--- src/rtl/constants.svh ---
// Bus widths shared by the memory arbiter and its clients.
`ifndef CONSTANTS_SVH
`define CONSTANTS_SVH
`define ADDR 17:0
`define WORD 35:0
`endif

--- src/rtl/kv_mem_pkg.sv ---
// Shared types for the memory arbiter: FSM states and grant encoding.
`include "constants.svh"

package kv_mem_pkg;

  typedef enum logic [1:0] {
    IDLE = 2'd0,
    CMD  = 2'd1,
    WAIT = 2'd2,
    DONE = 2'd3
  } mem_state_e;

  localparam int ADDR_W = $bits(logic [`ADDR]);
  localparam int WORD_W = $bits(logic [`WORD]);

  // Grant / last-grant encoding: 0 = fetch master, 1 = data master.
  localparam logic GNT_FETCH = 1'b0;
  localparam logic GNT_DATA  = 1'b1;

endpackage

--- src/rtl/mem_arb.sv ---
// Two-master (fetch / data) arbiter onto a single request/ack memory port.
// One transfer at a time: IDLE picks a winner, CMD issues, WAIT holds for mem_ack, DONE acks the master.
`include "constants.svh"

module mem_arb
  import kv_mem_pkg::*;
#(
  parameter bit RR_ENABLE = 1'b1
) (
  input  logic         clk,
  input  logic         reset_n,
  input  logic [`ADDR] i_addr,
  input  logic         i_read,
  input  logic         i_user,
  output logic [`WORD] i_read_data,
  output logic         i_ack,
  input  logic [`ADDR] d_addr,
  input  logic         d_read,
  input  logic         d_write,
  input  logic [`WORD] d_write_data,
  input  logic         d_user,
  output logic [`WORD] d_read_data,
  output logic         d_ack,
  output logic [`ADDR] mem_addr,
  output logic [`WORD] mem_write_data,
  output logic         mem_read,
  output logic         mem_write,
  output logic         mem_user,
  input  logic [`WORD] mem_read_data,
  input  logic         mem_ack
);

  mem_state_e   state_q, state_d;
  logic         gnt_q, gnt_d;
  logic         last_q, last_d;
  logic         is_wr_q, is_wr_d;
  logic [`ADDR] addr_q, addr_d;
  logic [`WORD] wdata_q, wdata_d;
  logic         user_q, user_d;
  logic [`WORD] i_rdata_q, i_rdata_d;
  logic [`WORD] d_rdata_q, d_rdata_d;
  logic         i_req, d_req, win;

  // Returns GNT_DATA when the data master should win this arbitration round.
  function automatic logic pick_grant(input logic f_req, input logic dt_req, input logic last_gnt);
    logic res;
    res = GNT_DATA;
    if (f_req && !dt_req) begin
      res = GNT_FETCH;
    end else if (f_req && dt_req && RR_ENABLE) begin
      res = ~last_gnt;
    end
    return res;
  endfunction

  assign i_req = i_read;
  assign d_req = d_read | d_write;

  always_comb begin
    state_d   = state_q;
    gnt_d     = gnt_q;
    last_d    = last_q;
    is_wr_d   = is_wr_q;
    addr_d    = addr_q;
    wdata_d   = wdata_q;
    user_d    = user_q;
    i_rdata_d = i_rdata_q;
    d_rdata_d = d_rdata_q;
    win       = pick_grant(i_req, d_req, last_q);
    case (state_q)
      IDLE: begin
        if (i_req || d_req) begin
          gnt_d   = win;
          last_d  = win;
          // A data request with both strobes high is treated as a write.
          is_wr_d = (win == GNT_DATA) && d_write;
          addr_d  = (win == GNT_DATA) ? d_addr : i_addr;
          user_d  = (win == GNT_DATA) ? d_user : i_user;
          wdata_d = (win == GNT_DATA) ? d_write_data : '0;
          state_d = CMD;
        end
      end
      CMD: begin
        state_d = WAIT;
      end
      WAIT: begin
        if (mem_ack) begin
          state_d = DONE;
          if (!is_wr_q) begin
            if (gnt_q == GNT_DATA) begin
              d_rdata_d = mem_read_data;
            end else begin
              i_rdata_d = mem_read_data;
            end
          end
        end
      end
      DONE: begin
        state_d = IDLE;
      end
      default: begin
        state_d = IDLE;
      end
    endcase
  end

  always_ff @(posedge clk or negedge reset_n) begin
    if (!reset_n) begin
      state_q   <= IDLE;
      gnt_q     <= GNT_FETCH;
      last_q    <= GNT_FETCH;
      is_wr_q   <= 1'b0;
      addr_q    <= '0;
      wdata_q   <= '0;
      user_q    <= 1'b0;
      i_rdata_q <= '0;
      d_rdata_q <= '0;
    end else begin
      state_q   <= state_d;
      gnt_q     <= gnt_d;
      last_q    <= last_d;
      is_wr_q   <= is_wr_d;
      addr_q    <= addr_d;
      wdata_q   <= wdata_d;
      user_q    <= user_d;
      i_rdata_q <= i_rdata_d;
      d_rdata_q <= d_rdata_d;
    end
  end

  // Command and ack strobes decode straight from state, so reset clears them at once.
  assign mem_read       = (state_q == CMD) && !is_wr_q;
  assign mem_write      = (state_q == CMD) && is_wr_q;
  assign i_ack          = (state_q == DONE) && (gnt_q == GNT_FETCH);
  assign d_ack          = (state_q == DONE) && (gnt_q == GNT_DATA);
  assign mem_addr       = addr_q;
  assign mem_write_data = wdata_q;
  assign mem_user       = user_q;
  assign i_read_data    = i_rdata_q;
  assign d_read_data    = d_rdata_q;

endmodule

--- config.mk ---
export PLATFORM = sky130hd
export DESIGN_NAME = mem_arb
export DESIGN_NICKNAME = d
export VERILOG_FILES = /design/src/rtl/kv_mem_pkg.sv /design/src/rtl/mem_arb.sv
export VERILOG_INCLUDE_DIRS = /design/src /design/src/rtl
export SDC_FILE = /design/constraint.sdc
export NUM_CORES = 1
export LEC_CHECK = 0
export BUFFER_PORTS_ARGS = -buffer_cell sky130_fd_sc_hd__buf_2
export CORE_ASPECT_RATIO = 1.2
export CORE_MARGIN = 1
export CORE_UTILIZATION = 40
export DETAILED_ROUTE_END_ITERATION = 8
export GPL_TIMING_DRIVEN = 0
export HOLD_SLACK_MARGIN = 0.1
export PLACE_DENSITY = 0.7
export SKIP_CTS_REPAIR_TIMING = 1
export SLEW_MARGIN = 20
export SYNTH_ARGS = -nofsm -noshare
export SYNTH_HDL_FRONTEND = slang
export SYNTH_SLANG_ARGS = --single-unit
--- constraint.sdc ---
create_clock -name clk -period 2 [get_ports clk]
set_clock_uncertainty 0.1 [all_clocks]
set_input_delay 0 -clock clk [delete_from_list [all_inputs] [get_ports clk]]
set_output_delay 0 -clock clk [all_outputs]
set_load 0.01 [all_outputs]
==> metrics, run 1 <==
outcome=complete, no violations; simple-gate portion of the synthesized area=2.783%; CP startpoint kind=flop; total power=12.83 mW; Mapped Cells=around 370; Initial Util=41.68%; clock power share=21.6%; Peak Freq=503.8 MHz; I/O pins=247; first-pass GRT wire length=21010 um; Synth area leaders=dfrtp_1 (61%), mux2_2 (8.4%), mux2_4 (8.4%); Syn. warnings=0; sequential share of the synthesized area=between 60 and 70%; Sw Share=34.59%; CP max stage cell=dlygate4sd3_1; number of I/O port buffers=246; cell with the most instances after synthesis=dfrtp_1; hpwl dp=9704 um; Critical Path Sink Type=flop; count of cell types in the netlist=30; Post-Synth Adder-Cell Area=0.9355%; via count=4709; Total Routing Usage GR=20.04%; share of cells above drive strength 1=49.28%; H-tree levels=4; cell area after synthesis=around 5400 um2; CP peak stage delay=590 ps; # nets final=868; hold path start=d_read; final wirelength=about 16000 um; fin crit share=99.24%; syn nets=486; cells along the critical path=o21ba_2 > clkbuf_2 > o21ai_0 > dlygate4sd3_1 > a21oi_1; largest net degree at the start of global routing=68; core area=about 13000 um2; Synth area leader=dfrtp_1; clock slew at reported path FFs=around 60 ps; Root Buffer=clkbuf_16; critical path peak fanout=10; FP Rows=45; post-synthesis compound-gate area fraction=13.21%; Cells after DPL=777; Tightest Pin Transition=just over 500 ps; Max Cap Viol=0; post-synthesis async set-or-reset flop share=100.0%; Longest Clk Path Bufs=2; Worst Slack Setup Final=about 15 ps; vias in the first global route=4113; mux cell area share after synthesis=17.47%; Post-synth top flop=dfrtp_1; Fin. Hold Viols=0; non-filler instance count after layout=925; NetSw=4.438 mW; WP data required=about 2200 ps; Layout Utilization=66.45%; # diodes=0; Hold Path End=state_q[0]$_DFFE_PN0P_; sequential share of power=36.7%; leakage power=4.241 nW; FF-to-FF End=mem_addr[0]$_DFFE_PN0P_; hold path cells=4; initial drt markers=approximately 270; Max IR drop VDD=0.8950 mV; Final GP Congestion=0.7947; Vias/cell=slightly above 5; Synth Area in XOR/XNOR=0%; post-route ant nets=0; Die Width=107.6 um; Die Span Y=128.7 um; P per Cell Area=1504 nW/um2; worst min-delay path category=input pin to flop; full die area=13840 um2; most frequent cells after synthesis=dfrtp_1 (131), mux2_2 (40), a22o_1 (37); Layout area overhead=59.45%; Slew Limit Fails=0; relative slew slack=about two thirds; Post-synth EDFFs=0; Yosys top cell area share=61.27%; Worst R2R Path Depth=5; FILL cells=883; GR Overflow Total=0; endpoints failing setup=0; Clock Latency Late Sink=420 ps; flops & latches, synth=131; Worst R2R Start=last_q$_DFFE_PN0P_; CP Class=flop to flop; CP arrival=2220 ps; Post-Place Setup Slack=a little under 40 ps; main combinational cell family by area after synthesis=multiplexers; Internal Power=8.390 mW; share of total power in combinational logic=41.7%; DRC viols=0; TritonCTS clock tree=done; FF-to-FF setup slack=approximately 15 ps; CTS sink cnt=131; CTS Buf Count=17; minimum clock period=1985 ps; Wirelength per Cell=approximately 17 um; hold_ws=88.06 ps; Synth Area per Inst=about 15 um2; initial antenna violation count=0; first-pass detailed-route iteration total=5
[worst max path at each step]
| stage | start | endpoint | depth (start not counted) |
|---|---|---|---|
| 2_1_floorplan | state_q[0]$_DFFE_PN0P_ | i_read_data[10]$_DFFE_PN0P_ | 6 |
| 6_report | last_q$_DFFE_PN0P_ | mem_addr[0]$_DFFE_PN0P_ | 5 |
| 5_1_grt | last_q$_DFFE_PN0P_ | mem_addr[0]$_DFFE_PN0P_ | 5 |
| 4_1_cts | state_q[0]$_DFFE_PN0P_ | i_read_data[11]$_DFFE_PN0P_ | 6 |
| 3_3_place_gp | reset_n | mem_write_data[13]$_DFFE_PN0P_ | 1 |
| 3_5_place_dp | state_q[0]$_DFFE_PN0P_ | i_read_data[11]$_DFFE_PN0P_ | 6 |
[area by class of cell]
type / instances / area [um2] / area share [%]
inverters: 3 / 11.26 / 0.1320
well taps: 164 / 205.2 / 2.405
plain buffers: 26 / 220.2 / 2.581
multi-input cells: 206 / 1852 / 21.71
flip-flops and latches: 131 / 3278 / 38.43
clock inverters: 9 / 56.30 / 0.6600
repair buffers: 363 / 2430 / 28.48
clock buffers: 23 / 478.0 / 5.603
[flip-flops by register name, indices dropped and copies added (netlist names)]
register / count
mem_user: 1
is_wr_q: 1
last_q: 1
state_q: 2
mem_addr: 18
i_read_data: 36
d_read_data: 36
mem_write_data: 36
[through the flow]
stage | TNS [ps] | instance area [um2]
4_1_cts | 0 | 7358
3_3_place_gp | -109690 | 6787
2_1_floorplan | 0 | 5350
3_5_place_dp | 0 | 6824
5_1_grt | -118.9 | 8531
6_report | 0 | 8531
[cell usage in the layout, fill, tap and decap left out, types with 2 or more instances in the layout]
cell type	count
and2_1	2
mux2_2	40
clkbuf_16	17
a21oi_1	21
dfrtp_1	131
clkbuf_1	5
nor2b_1	2
o21ai_0	18
a22o_1	37
clkinv_2	5
buf_12	3
clkinvlp_4	3
clkbuf_8	3
a31oi_1	19
dlygate4sd3_1	116
buf_6	6
inv_1	3
mux2_1	3
ha_1	3
nor2_1	19
buf_4	4
mux2_4	30
buf_2	255
[per-layer routing]
| metal | track usage, % | routed length (um) | vias to the layer above |
|---|---|---|---|
| met5 | 0 | 0 | - |
| met3 | 6.788 | 1331 | 40 |
| li1 | - | - | 2102 |
| met1 | 23.77 | 6235 | 2304 |
| met4 | 7.736 | 396 | 0 |
| met2 | 33.52 | 8101 | 263 |
[power groups by stage]
stage | sequential [mW] | clock (mW) | combinational (mW)
floorplan | 5.22 | 0 | 2.48
global placement | 4.61 | 0 | 4.96
detailed placement | 4.67 | 0 | 5.11
CTS | 4.66 | 2.85 | 5.11
global route | 4.84 | 2.98 | 5.78
finish | 4.71 | 2.76 | 5.35
[kinds of logic (layout without fill, tap and decap cells)]
logic type,count (synthesis),count (layout)
AND/OR/NAND/NOR,27,27
adder cells (fa/ha/maj),4,4
AO/OA/AOI/OAI,102,102
flip-flops,131,131
buffers and inverters,29,424
multiplexers,73,73
[critical path, delay by kind of cell, from the launching register on]
family | cells | cell delay, ps
buf+inv | 2 | 780
compound gates | 3 | 530
flops | 1 | 490
Power figures use the tool's default switching activity.
==> inputs of run 2 (changes only) <==
Settings changed: BUFFER_PORTS_ARGS -buffer_cell sky130_fd_sc_hd__buf_2 to -buffer_cell sky130_fd_sc_hd__clkbuf_2.
==> metrics, run 2 (synthesis gave the netlist of run 1 again) <==
GR Overflow Total=0 (unchanged); Layout area overhead=60.99%; leakage power=4.311 nW (+1.6%); CP arrival=2090 ps (-130 ps); Non-Filler Cell Area, Final=8613 um2 (+0.97%); Worst Setup SP=state_q[0]$_DFFE_PN0P_; FP Rows=45 (unchanged); clock slew at reported path FFs=60 ps (about the same); Max IR drop VDD=0.8861 mV (-1.0%); Root Buffer=clkbuf_16; Max Cap Viol=0 (unchanged); Clock Latency Late Sink=410 ps (about the same); P per Cell Area=1542 nW/um2 (+2.6%); DRC viols=0 (unchanged); first-pass GRT wire length=20850 um (-0.76%); share of cells above drive strength 1=50.00% (+0.72 points); initial antenna violation count=0 (unchanged); WP data required=2190 ps (-40 ps); Total Routing Usage GR=19.75% (-0.29 points); core area=12840 um2 (unchanged); Final GP Congestion=0.7815 (-1.7%); TritonCTS clock tree=done; CTS Buf Count=17 (unchanged); H-tree levels=4 (unchanged); Slew Limit Fails=0 (unchanged); number of I/O port buffers=246 (unchanged); total negative slack=0 ps (unchanged); final wirelength=15950 um (-0.72%); FILL cells=884 (+0.11%); Vias/cell=5.098 (+0.14%); hpwl dp=9577 um (-1.3%); # nets final=871 (+0.35%); minimum clock period=1903 ps (-81.43 ps); largest net degree at the start of global routing=69 (+1.5%); Tightest Pin Transition=810.1 ps (+301.1 ps); I/O pins=247 (unchanged); Wirelength per Cell=17.19 um (-1.0%); Peak Freq=525.4 MHz (+4.3%); Die Width=107.6 um (unchanged); vias in the first global route=4110 (-0.073%); RSZ-0062 raised after global routing=false; commonest non-fill, non-tap cells in the layout=clkbuf_2 (246), dfrtp_1 (131), dlygate4sd3_1 (114), mux2_2 (40), a22o_1 (37); CP startpoint kind=flop; post-route ant nets=0 (unchanged); Initial Util=41.68% (unchanged); worst min-delay path category=input pin to asynchronous set/reset pin; via count=4731 (+0.47%); endpoints failing setup=0 (unchanged); commonest non-fill, non-tap cell in the layout=clkbuf_2; Longest Clk Path Bufs=2 (unchanged); # diodes=0 (unchanged); critical path peak fanout=10 (unchanged); Critical Path Sink Type=flop; fin crit share=95.17% (-4.1 points); initial drt markers=258 (-4.1%); placed instance area=6823 um2 (about the same); outcome=complete, no violations; full die area=13840 um2 (unchanged); first-pass detailed-route iteration total=4 (-1); CP Class=flop to flop; Fin. Hold Viols=0 (unchanged); Die Span Y=128.7 um (unchanged); relative slew slack=45.82% (-20 points); CTS sink cnt=131 (unchanged); Worst R2R Start=state_q[0]$_DFFE_PN0P_
## run 2: cell count changes in the layout (fill, tap and decap cells not counted), sizes merged
cell	previous run	this run
buf	270	29
bufinv	0	3
clkbuf	26	267
clkinvlp	3	2
dlygate4sd3	116	114
inv	3	6
## run 2: routing by layer
layer	global-route usage [%]	vias to the layer above	wire length, um
li1	-	2124	-
met1	24.08	2281	6267
met2	32.77	285	7910
met3	6.130	41	1320
met4	7.494	0	450
met5	0	-	0
## run 2: per-stage QoR
step	setup WS [ps]	instances	util (%)	hold slack [ps]	total power, mW
floorplan	204.1	366	-	-395.6	7.700
global placement	-1176	776	52.87	118.1	9.607
detailed placement	39.23	777	53.15	-63.91	9.794
CTS	19.88	809	57.89	-502.1	13.07
global route	1.448	928	67.10	58.45	14.01
finish	96.63	928	67.10	36.95	13.28
## run 2: critical path, stage by stage, from the launching register on
cell and delay, ps:
dfrtp_1 410, inv_1 100, ha_2 240, nor4bb_2 250
buf_6 210, buf_12 160, mux2_4 310
## run 2: path summary, 6_finish.rpt
path | to | slack (ps) | cells after the start
setup reg to reg | i_read_data[29]$_DFFE_PN0P_ | 100 | 6
min in group clk | mem_addr[4]$_DFFE_PN0P_ | 100 | 4
setup / recovery | i_read_data[29]$_DFFE_PN0P_ | 100 | 6
max in group asynchronous | i_read_data[12]$_DFFE_PN0P_ | 210 | 3
hold / removal | mem_addr[1]$_DFFE_PN0P_ | 40 | 2
hold reg to reg | d_read_data[10]$_DFFE_PN0P_ | 390 | 1
## run 2: final cells by class
class	instances	area, um2	area share [%]
flip-flops and latches	131	3278	38.06
repair buffers	366	2446	28.40
multi-input cells	206	1843	21.40
clock buffers	18	429.2	4.983
plain buffers	26	220.2	2.557
well taps	164	205.2	2.382
clock inverters	14	180.2	2.092
inverters	3	11.26	0.1307
## run 2: report_power, final
group          total (mW)  internal, mW  switching, mW
Clock                3.20          1.98           1.23
Sequential           4.74          3.95          0.794
Combinational        5.34          2.76           2.58
==> inputs of run 3 (changes only) <==
Settings changed: CELL_PAD_IN_SITES_DETAIL_PLACEMENT from default to 0, CELL_PAD_IN_SITES_GLOBAL_PLACEMENT from default to 1, CORE_UTILIZATION 40 to 36, GPL_TIMING_DRIVEN 0 to default, PLACE_DENSITY 0.7 to default, PLACE_DENSITY_LB_ADDON from default to 0.1.
==> metrics, run 3 (synthesis gave the netlist of run 1 again) <==
outcome=complete, no violations; final wirelength=14700 um (-7.8%); FF-to-FF setup slack=150 ps (+60 ps); RSZ-0062 raised after global routing=false; share of total power in combinational logic=40.1% (about the same); post-route ant nets=0 (unchanged); Post-Place Setup Slack=151.2 ps (+111.9 ps); minimum clock period=1848 ps (-55.18 ps); H-tree levels=4 (unchanged); Fin. Hold Viols=0 (unchanged); total power=12.95 mW (-2.5%); Initial Util=36.96% (-4.7 points); critical path peak fanout=36 (+26); hold path cells=4; hpwl dp=9648 um (+0.74%); Max Cap Viol=0 (unchanged); Internal Power=8.603 mW (-0.97%); CTS sink cnt=131 (unchanged); Die Span Y=135.5 um (+5.3%); TritonCTS clock tree=done; # nets final=853 (-2.1%); clock slew at reported path FFs=50 ps (about the same); Slew Limit Fails=0 (unchanged); Worst Slack Setup Final=151.8 ps (+55.18 ps); Clock Latency Late Sink=400 ps (about the same); DRC viols=0 (unchanged); Worst R2R Start=state_q[0]$_DFFE_PN0P_; Vias/cell=4.692 (-8.0%); Worst path top cell family by delay=buffers and inverters; CP Class=flop to flop; total negative slack=0 ps (unchanged); full die area=15350 um2 (+11%); initial drt markers=195 (-24%); sequential share of power=36.1% (+0.4 points); largest net degree at the start of global routing=39 (-43%); CP bufs+invs=2 (-1); number of I/O port buffers=246 (unchanged); CP max stage cell=dfrtp_1; Critical Path Sink Type=flop; GR Overflow Total=0 (unchanged); clock power share=23.8% (-0.3 points); endpoints failing setup=0 (unchanged); Wirelength per Cell=15.54 um (-9.6%); # diodes=0 (unchanged); Layout Utilization=58.95% (-8.1 points); Worst R2R Path Depth=5 (-1); commonest non-fill, non-tap cells in the layout=clkbuf_2 (245), dfrtp_1 (131), dlygate4sd3_1 (114), mux2_2 (40), a22o_1 (37); Sw Share=33.55% (-1.1 points); Max IR drop VDD=0.6151 mV (-31%); commonest non-fill, non-tap cell in the layout=clkbuf_2; Peak Freq=541.1 MHz (+3.0%); cells along the critical path=inv_1 > ha_1 > nor4bb_4 > buf_12 > mux2_2; worst min-delay path category=input pin to flop; leakage power=4.239 nW (-1.7%); Tightest Pin Transition=562.2 ps (-247.8 ps); core area=14470 um2 (+13%); Hold Path End=state_q[0]$_DFFE_PN0P_; relative slew slack=62.52% (+17 points); WP data required=2180 ps (about the same); I/O pins=247 (unchanged); via count=4439 (-6.2%); CTS Buf Count=17 (unchanged); Worst Setup SP=state_q[0]$_DFFE_PN0P_; hold path start=mem_ack; vias in the first global route=4091 (-0.46%); CP arrival=2030 ps (-60 ps); Longest Clk Path Bufs=2 (unchanged); CP peak stage delay=410 ps (about the same); first-pass GRT wire length=21700 um (+4.1%); share of cells above drive strength 1=48.79% (-1.2 points); fin crit share=92.41% (-2.8 points); Final GP Congestion=0.7372 (-5.7%); FF-to-FF End=i_read_data[3]$_DFFE_PN0P_; first-pass detailed-route iteration total=4 (unchanged); initial antenna violation count=0 (unchanged); Layout area overhead=59.47%; Root Buffer=clkbuf_16; P per Cell Area=1517 nW/um2 (-1.6%); CP startpoint kind=flop; NetSw=4.344 mW (-5.5%); Total Routing Usage GR=18.43% (-1.3 points); FP Rows=48 (+6.7%); Die Width=113.3 um (+5.3%)
run 3: worst reg2reg max path, delay by kind of cell (launching register included):
kind                     cells  cell delay [ps]
multiplexers                 1              390
buffers and inverters        2              420
flip-flops                   1              410
AND/OR/NAND/NOR              1              250
adder cells (fa/ha/maj)      1              160
run 3: worst max-delay path by stage:
stage | end | slack [ps] | cells past startpoint
2_1_floorplan | i_read_data[10]$_DFFE_PN0P_ | 200 | 6
3_3_place_gp | i_read_data[3]$_DFFE_PN0P_ | 200 | 5
3_5_place_dp | i_read_data[3]$_DFFE_PN0P_ | 150 | 5
4_1_cts | i_read_data[3]$_DFFE_PN0P_ | 140 | 5
5_1_grt | i_read_data[3]$_DFFE_PN0P_ | 50 | 5
6_report | i_read_data[3]$_DFFE_PN0P_ | 150 | 5
run 3: area by class of cell:
class	instances	area [um2]
repair buffers	374	2542
fillers	1187	5942
multi-input cells	206	1864
flip-flops and latches	131	3278
inverters	3	11.26
well taps	200	250.2
clock buffers	22	454.2
clock inverters	10	131.4
run 3: per-layer routing:
metal  share of wire [%]  global-route usage, %
met1                  42                  23.14
met3                 5.5                  5.011
met4                 1.4                  7.091
met2                  51                  30.33
met5                   0                      0
run 3: power groups by stage:
stage | combinational [mW] | sequential (mW) | clock (mW)
2_1_floorplan | 2.48 | 5.22 | 0
3_3_place_gp | 4.96 | 4.68 | 0
4_1_cts | 5.07 | 4.68 | 3.18
5_1_grt | 5.65 | 4.85 | 3.28
3_5_place_dp | 5.07 | 4.69 | 0
6_report | 5.19 | 4.67 | 3.09
run 3: per-stage QoR:
step	hold slack, ps	std cells	instance area (um2)
CTS	-513.9	832	7391
global placement	-71.64	800	6805
detailed placement	-73.79	800	6805
global route	113.0	946	8532
finish	94.37	946	8532
floorplan	-395.6	366	5350
